## config.mk

```make
export PLATFORM = sky130hd
export DESIGN_NAME = demux_deserializer_8
export DESIGN_NICKNAME = d
export VERILOG_FILES = /design/src/rtl/deser_pkg.sv /design/src/rtl/demux_lane_decode.sv /design/src/rtl/demux_deserializer_8.sv
export SDC_FILE = /design/constraint.sdc
export NUM_CORES = 1
export LEC_CHECK = 0
export ABC_AREA = 1
export CAP_MARGIN = 0
export CORE_MARGIN = 5
export CORE_UTILIZATION = 35
export CTS_BUF_LIST = sky130_fd_sc_hd__clkbuf_4 sky130_fd_sc_hd__clkbuf_8
export DETAILED_ROUTE_END_ITERATION = 16
export HOLD_SLACK_MARGIN = 0.12
export PLACE_DENSITY = 0.56
export SLEW_MARGIN = 15
export SYNTH_ARGS = -nofsm -noshare
export SYNTH_HDL_FRONTEND = slang
export SYNTH_SLANG_ARGS = --single-unit
```

## constraint.sdc

```tcl
create_clock -name clk -period 2.2 [get_ports clk]
set_input_delay 0.44 -clock clk [delete_from_list [all_inputs] [get_ports clk]]
set_output_delay 0.44 -clock clk [all_outputs]
set_load 0.01 [all_outputs]
```

## src/rtl/deser_pkg.sv

```systemverilog
// Shared constants, state encoding and lane addressing for the 8-lane symbol deserializer.
package deser_pkg;

  localparam int LANES = 8;
  localparam int SEL_W = 3;

  typedef enum logic {
    IDLE  = 1'b0,
    SHIFT = 1'b1
  } state_t;

  // Bit offset of lane k inside a word built from n-bit lanes.
  function automatic int lane_slice(input int k, input int n);
    return k * n;
  endfunction

endpackage

```

## src/rtl/demux_lane_decode.sv

```systemverilog
// 1-to-8 lane write-enable decoder: the inverse of the 8-to-1 symbol select.
module demux_lane_decode
  import deser_pkg::*;
(
  input  logic [SEL_W-1:0] sel,
  input  logic             en,
  output logic [LANES-1:0] onehot
);

  always_comb begin
    onehot = '0;
    if (en) onehot[sel] = 1'b1;
  end

endmodule

```

## src/rtl/demux_deserializer_8.sv

```systemverilog
// Collects a stream of N-bit symbols into an 8-lane parallel word with frame-start
// alignment, a valid/ready output register and overrun detection.
module demux_deserializer_8
  import deser_pkg::*;
#(
  parameter int N = 1
) (
  input  logic               clk,
  input  logic               reset,
  input  logic [N-1:0]       serial_in,
  input  logic               in_valid,
  input  logic               start,
  output logic [LANES*N-1:0] data_out,
  output logic               out_valid,
  input  logic               out_ready,
  output logic [SEL_W-1:0]   sel,
  output logic               busy,
  output logic               frame_err,
  output logic               overrun
);

  state_t             state_p0, state_nxt;
  logic [SEL_W-1:0]   sel_p0, sel_nxt, wr_sel;
  logic               wr_en, complete, ferr_nxt;
  logic [LANES-1:0]   lane_we;
  logic [LANES*N-1:0] shadow_p0, word_asm;

  always_comb begin
    state_nxt = state_p0;
    sel_nxt   = sel_p0;
    wr_sel    = sel_p0;
    wr_en     = 1'b0;
    complete  = 1'b0;
    ferr_nxt  = 1'b0;
    case (state_p0)
      IDLE: begin
        if (in_valid && start) begin
          wr_en     = 1'b1;
          wr_sel    = '0;
          sel_nxt   = SEL_W'(1);
          state_nxt = SHIFT;
        end
      end
      SHIFT: begin
        if (in_valid) begin
          wr_en = 1'b1;
          if (start) begin
            // Realign: the partial frame is abandoned and this symbol becomes lane 0.
            ferr_nxt = 1'b1;
            wr_sel   = '0;
            sel_nxt  = SEL_W'(1);
          end else begin
            sel_nxt = sel_p0 + SEL_W'(1);
            if (sel_p0 == SEL_W'(LANES - 1)) begin
              complete  = 1'b1;
              state_nxt = IDLE;
            end
          end
        end
      end
      default: state_nxt = IDLE;
    endcase
  end

  demux_lane_decode u_decode (
    .sel    (wr_sel),
    .en     (wr_en),
    .onehot (lane_we)
  );

  // Merge the incoming symbol into its lane so the completing word includes lane 7.
  always_comb begin
    word_asm = shadow_p0;
    for (int k = 0; k < LANES; k++) begin
      if (lane_we[k]) word_asm[lane_slice(k, N) +: N] = serial_in;
    end
  end

  // ---- stage p0: shadow assembly, lane counter and output register ----
  always_ff @(posedge clk) begin
    if (reset) begin
      state_p0  <= IDLE;
      sel_p0    <= '0;
      shadow_p0 <= '0;
      data_out  <= '0;
      out_valid <= 1'b0;
      frame_err <= 1'b0;
      overrun   <= 1'b0;
    end else begin
      state_p0  <= state_nxt;
      sel_p0    <= sel_nxt;
      shadow_p0 <= word_asm;
      frame_err <= ferr_nxt;
      overrun   <= complete && out_valid && !out_ready;
      if (complete && (!out_valid || out_ready)) begin
        data_out  <= word_asm;
        out_valid <= 1'b1;
      end else if (out_valid && out_ready) begin
        out_valid <= 1'b0;
      end
    end
  end

  assign sel  = sel_p0;
  assign busy = (state_p0 == SHIFT);

endmodule

```

# Word level (Yosys, flattened, before mapping)
# Index checks and enable logic that the tools add are counted.
[totals] regBits=23 input_bits=6 mem_count=0 latchBits=0 mem_bits_ro=0 ramBits=0
[op_classes] n_lt_le_gt_ge=2 addsub=1 eq_ne=3 n_shift=0 bitwise=2 n_reduce_logical=12 div=0 n_mux=33 n_mul=0
[ops] cell="1-bit two-way mux" n=21
[ops] cell="3-bit two-way mux" n=6
[ops] cell="3-bit case mux with 2 select lines" n=2
[ops] cell="8-bit two-way mux" n=1
[ops] cell="1-bit logical AND" n=6
[ops] cell="3-bit by 4-bit < comparator with 1-bit output, second input constant" n=1
[ops] cell="2-bit != test, second input constant" n=2
[ops] cell="1-bit case mux with 2 select lines" n=2
[ops] cell="3-bit by 1-bit adder with 3-bit output, second input constant" n=1
[ops] cell="1-bit demux with 3-bit select" n=1
[ops] cell="3-bit equality test, second input constant" n=1
[ops] cell="3-bit by 1-bit >= comparator with 1-bit output, second input constant" n=1
[ops] cell="3-bit OR reduction" n=1
[ops] cell="1-bit logical NOT" n=2
[ops] cell="1-bit NOT" n=2
[ops] cell="2-bit AND reduction" n=1
[ops] cell="2-bit nonzero test" n=1
[ops] cell="1-bit logical OR" n=1

# Depth between registers and ports, before layout
[logic_depth] word_depth=9 mapped_depth=9 depth_no_buf=9

# Cells and area by module
# From an unflattened synthesis, not the netlist that was laid out.
[hier_totals] hier_cells=136 hier_area_um2=972.2
[by_module_without_submodules] module="demux_deserializer_8" cells_each=119 n_inst=1 area_each_um2=908.4 seq_area_each_um2=460.4
[by_module_without_submodules] module="demux_lane_decode" cells_each=17 n_inst=1 area_each_um2=63.8 seq_area_each_um2=0.0

# Worst setup path after synthesis
# OpenSTA, ideal clock, no wires.
[synth_path] kind="register to register" startpoint="reg sel_p0[1] (netlist: sel[1])" endpoint="reg data_out[6]" path_buffers=0 synth_period_minus_slack_ns=1.487 setup_slack_ns=0.713 setup_ns=0.109 required_ns=2.091 path_stages_with_launch=10 arrival_ns=1.378 path_cell_list="dfxtp_1 > ha_1 > ha_1 > nand2_2 > nor2_4 > nand3_4 > clkinv_2 > nand3_1 > nand2_1 > inv_1"
[synth_between] elab_chain_cells=9
[synth_rtl] item="start: declaration" line="demux_deserializer_8.sv:23" source="logic [SEL_W-1:0] sel_p0, sel_nxt, wr_sel;"
[synth_rtl] item="start signal: assignment" line="demux_deserializer_8.sv:91" source="sel_p0 <= sel_nxt;"
[synth_rtl] item="3-bit two-way mux" line="demux_deserializer_8.sv:47" source="if (start) begin"
[synth_rtl] item="3-bit two-way mux" line="demux_deserializer_8.sv:45" source="if (in_valid) begin"
[synth_rtl] item="3-bit case mux with 2 select lines" line="demux_deserializer_8.sv:35" source="case (state_p0)"
[synth_rtl] item="3-bit by 4-bit < comparator with 1-bit output (implied by the code) or 3-bit by 1-bit >= comparator with 1-bit output (tied branches)" line="demux_lane_decode.sv:12" source="if (en) onehot[sel] = 1'b1;"
[synth_rtl] item="1-bit logical AND (implied by the code)" line="demux_lane_decode.sv:12"
[synth_rtl] item="1-bit two-way mux (implied by the code)" line="demux_lane_decode.sv:12"
[synth_rtl] item="1-bit demux with 3-bit select"
[synth_rtl] item="8-bit two-way mux" line="demux_lane_decode.sv:12"
[synth_rtl] item="1-bit two-way mux" line="demux_deserializer_8.sv:75" source="if (lane_we[k]) word_asm[lane_slice(k, N) +: N] = serial_in;"
[synth_rtl] item="end signal: assignment" line="demux_deserializer_8.sv:96" source="data_out <= word_asm;"
[synth_rtl] item="end: declaration" line="demux_deserializer_8.sv:13" source="output logic [LANES*N-1:0] data_out,"
# Parallel ways exist; a longest one is shown, timed or not.
# A chain may end at the register's enable or synchronous reset.

# Worst setup path after layout
[layout_path] startpoint="reg sel_p0[2] (netlist: sel[2])" endpoint="out sel[2]"
[layout_lines] item="end: declaration" line="demux_deserializer_8.sv:16" source="output logic [SEL_W-1:0] sel,"
# No word-level cell between the ends.

==> impl_summary.log <==
INFO  metric cts_tree = built
INFO  metric synth-seq-area-share = 0.447
INFO  metric p_leak = 0.530 nW
INFO  metric clk_pin_slew_worst_paths = 0.12 ns
INFO  metric area_delta_synth_final = 25.6%
INFO  metric final_min_period = 1.88 ns
INFO  metric critical_path_arrival = 1.44 ns
INFO  metric timing.slew.headroom = 0.783
INFO  metric ys_ff_latch = 23
INFO  metric critical_path.startpoint = sel[2]
INFO  metric grt_util_all_layers = 0.104
INFO  metric report.final.setup_viol = 0
INFO  metric family_with_the_most_delay_on_the_worst_path = buffers and inverters
INFO  metric routed_via_count = 937
INFO  metric critPathSlowestCell = sky130_fd_sc_hd__clkdlybuf4s50_1
INFO  metric synth_top_cell_by_area = sky130_fd_sc_hd__dfxtp_1
INFO  metric run_status = completed
INFO  metric report.final.slew_viol_count = 0
INFO  metric power_report.internal_total = 0.525 mW
INFO  metric grt_pass1_vias = 780
INFO  metric grt_start_max_net_pins = 24
INFO  metric hold_path_class = flop to flop
INFO  metric design.die.area = 0.00413 mm²
INFO  metric final_min_period_over_clock_period = 0.854
INFO  metric clock_insertion_delay_worst_skew = 0.30 ns
INFO  metric synth_compound_area_frac = 0.124
INFO  metric cts_htree_levels = 1
INFO  metric final_layout_size_suffix_gt1_frac = 0.0802
INFO  metric power.share.switching = 0.234
INFO  metric drt_wl_total = 2.13 mm
INFO  metric layout_cell_area_excl_fill = 0.00129 mm²
INFO  metric holdWs = 0.478 ns
INFO  metric post_synth.cell_area_avg = 7.36 µm²
INFO  metric core_region_area = 0.00278 mm²
INFO  metric post-synth-top-area-fraction = 0.447
INFO  metric criticalPathCategory = flop to output pin
INFO  metric final_cells = 193
INFO  metric placed_cells = 189
INFO  metric yosys.area_share.adder = 0.0243
INFO  metric chipWidth = 64.3 µm
INFO  metric ys.warnings.count = 0
INFO  metric clkSinkCount = 23
INFO  metric cp.required = 1.76 ns
INFO  metric number_of_antenna_violations_at_the_first_check_in_global_routing = 0
INFO  metric cts_resized = 0
INFO  metric crit_fanout = 9
INFO  metric synth.net_count = 148
INFO  metric max_slew.worst_pin.slew = 0.326 ns
INFO  metric finalNetCount = 171
INFO  metric grt_overflow_total = 0
INFO  metric die_h = 64.3 µm
INFO  metric max-clock-path-buffers = 2
INFO  metric count_of_port_buffers_added_during_placement = 20
INFO  metric buffers_inverters_on_critical_path = 1
INFO  metric synthXorXnorAreaFrac = 0
INFO  metric total_standard_cell_area_after_synthesis = 0.00103 mm²
INFO  metric dominant_combinational_cell_family_by_area_after_synthesis = simple AND/OR/NAND/NOR gates
INFO  metric clock_power_share = 0.302
INFO  metric antenna_cells = 0
INFO  metric drt-wirelength-per-cell = 11.0 µm
INFO  metric clock.fmax = 532 MHz
INFO  metric finalSetupTns = 0 ns
INFO  metric hold_start = shadow_p0[3]
INFO  metric synth.top_cells.by_area = sky130_fd_sc_hd__dfxtp_1 (45%), sky130_fd_sc_hd__nand3_1 (10%), sky130_fd_sc_hd__a21oi_1 (9.7%)
INFO  metric cts_hold_buffers = 0
INFO  metric drv.max_cap_violation_count = 0
INFO  metric pwr-share-seq = 0.622
INFO  metric ports_placed_on_the_boundary = 21
INFO  metric drt.antenna.violating_nets = 0
INFO  metric synth_simple_gate_area_share = 0.297
INFO  metric clock_tree.root_cell = sky130_fd_sc_hd__clkbuf_4
INFO  metric total_switching_power = 0.160 mW
INFO  metric critical_path.startpoint_type = flop
INFO  metric first_pass_iters = 4
INFO  metric comb_power_share = 0.076
INFO  metric grt_pass1_wl = 3.50 mm
INFO  metric detailedRoute.firstIterationViolations = 16
INFO  metric ir_drop = 0.439 mV
INFO  metric floorplan.initialDensity = 0.371
INFO  metric drc_errors = 0
INFO  metric timing.critical_path.to_type = output pin
INFO  metric total_number_of_placement_rows = 19
INFO  metric dpl.hpwl = 1.53 mm
INFO  metric worst_path_largest_cell_delay = 0.60 ns
INFO  metric pwr_density_cell = 529 mW/mm²
INFO  metric placedInstanceArea = 0.00126 mm²
INFO  metric regToRegStartpoint = sel[1]
INFO  metric critical_path.cell_chain = clkdlybuf4s50_1
INFO  metric yosys.cell_types.count = 18
INFO  metric final_skew = 0.00331 ns
INFO  metric layout.cells.most_common = sky130_fd_sc_hd__nand2_1
INFO  metric grt_setup_unrepaired = no
INFO  metric gp_congestion = 0.782
INFO  metric proportion_of_synthesized_area_in_mux_cells = 0
INFO  metric post_cts.repair.setup_buffers = 0
INFO  metric post_synth_inst_count = 140
INFO  metric cts_inserted_buffers = 3
INFO  metric layout_common_cells = sky130_fd_sc_hd__nand2_1 (26), sky130_fd_sc_hd__inv_1 (25), sky130_fd_sc_hd__dfxtp_1 (23)
INFO  metric via_per_inst = 4.85
INFO  metric timing_hold_violations_final = 0
cells in the mapped netlist (all sizes together):
master and count:
nand2 30, inv 25, dfxtp 23, nand3 22, a21oi 20, nor2 6, o21ai 4, nor3 3
clkbuf 2, ha 2, a211oi 1, buf 1, clkinv 1
logic make-up (layout without fill, tap and decap cells):
group                      after synthesis  in the layout
and+or+nand+nor                         61             61
buffers and inverters                   29             51
AOI/OAI and AO/OA                       25             25
DFF                                     23             23
adders and majority gates                2              2
registers in the layout (all words and copies together), names as in the netlist:
signal,count
shadow_p0,8
out_valid,1
busy,1
data_out,8
frame_err,1
overrun,1
sel,3
through the flow:
step,worst slack (ns),utilization,total power [mW]
after floorplan,0.713,-,0.463
after global placement,0.336,0.455,0.487
after detailed placement,0.306,0.455,0.488
after CTS,0.300,0.466,0.701
after global routing,0.253,0.466,0.717
final,0.321,0.466,0.686
path summary, 6_finish.rpt:
check / depth (start not counted) / end / slack, ns
max: 1 / sel[2] / 0.32
min: 2 / shadow_p0[3] / 0.48
max reg2reg: 9 / data_out[4] / 0.53
min reg2reg: 2 / shadow_p0[3] / 0.48
power groups by stage:
| stage | sequential [mW] | clock [mW] | combinational, mW |
|---|---|---|---|
| after floorplan | 0.436 | 0 | 0.0263 |
| after global placement | 0.436 | 0 | 0.0517 |
| after detailed placement | 0.436 | 0 | 0.0522 |
| after CTS | 0.426 | 0.222 | 0.0523 |
| after global routing | 0.427 | 0.233 | 0.0565 |
| final | 0.426 | 0.207 | 0.0521 |
metal layers:
layer,vias up,global-route usage,routed length [µm]
met3,2,0.0420,116
met4,0,0.0153,12
met1,422,0.133,1010
met2,21,0.167,990
met5,-,0,0
li1,492,-,-
area by class of cell:
type	count	area, µm²
Clock buffer	4	30.0
Inverter	26	98.8
Timing Repair Buffer	21	208
Sequential cell	23	460
Fill cell	280	1490
Tap cell	31	38.8
Multi-Input combinational cell	88	459
worst reg2reg max path, cell delays in order (launching register included):
cell	delay (ns)
sky130_fd_sc_hd__dfxtp_1	0.52
sky130_fd_sc_hd__ha_1	0.21
sky130_fd_sc_hd__ha_1	0.16
sky130_fd_sc_hd__nand2_2	0.07
sky130_fd_sc_hd__nor2_4	0.13
sky130_fd_sc_hd__nand3_4	0.15
sky130_fd_sc_hd__clkinv_2	0.15
sky130_fd_sc_hd__nand3_1	0.10
sky130_fd_sc_hd__nand2_1	0.07
sky130_fd_sc_hd__inv_1	0.03
Note: power is estimated with default switching activity, not from simulation.
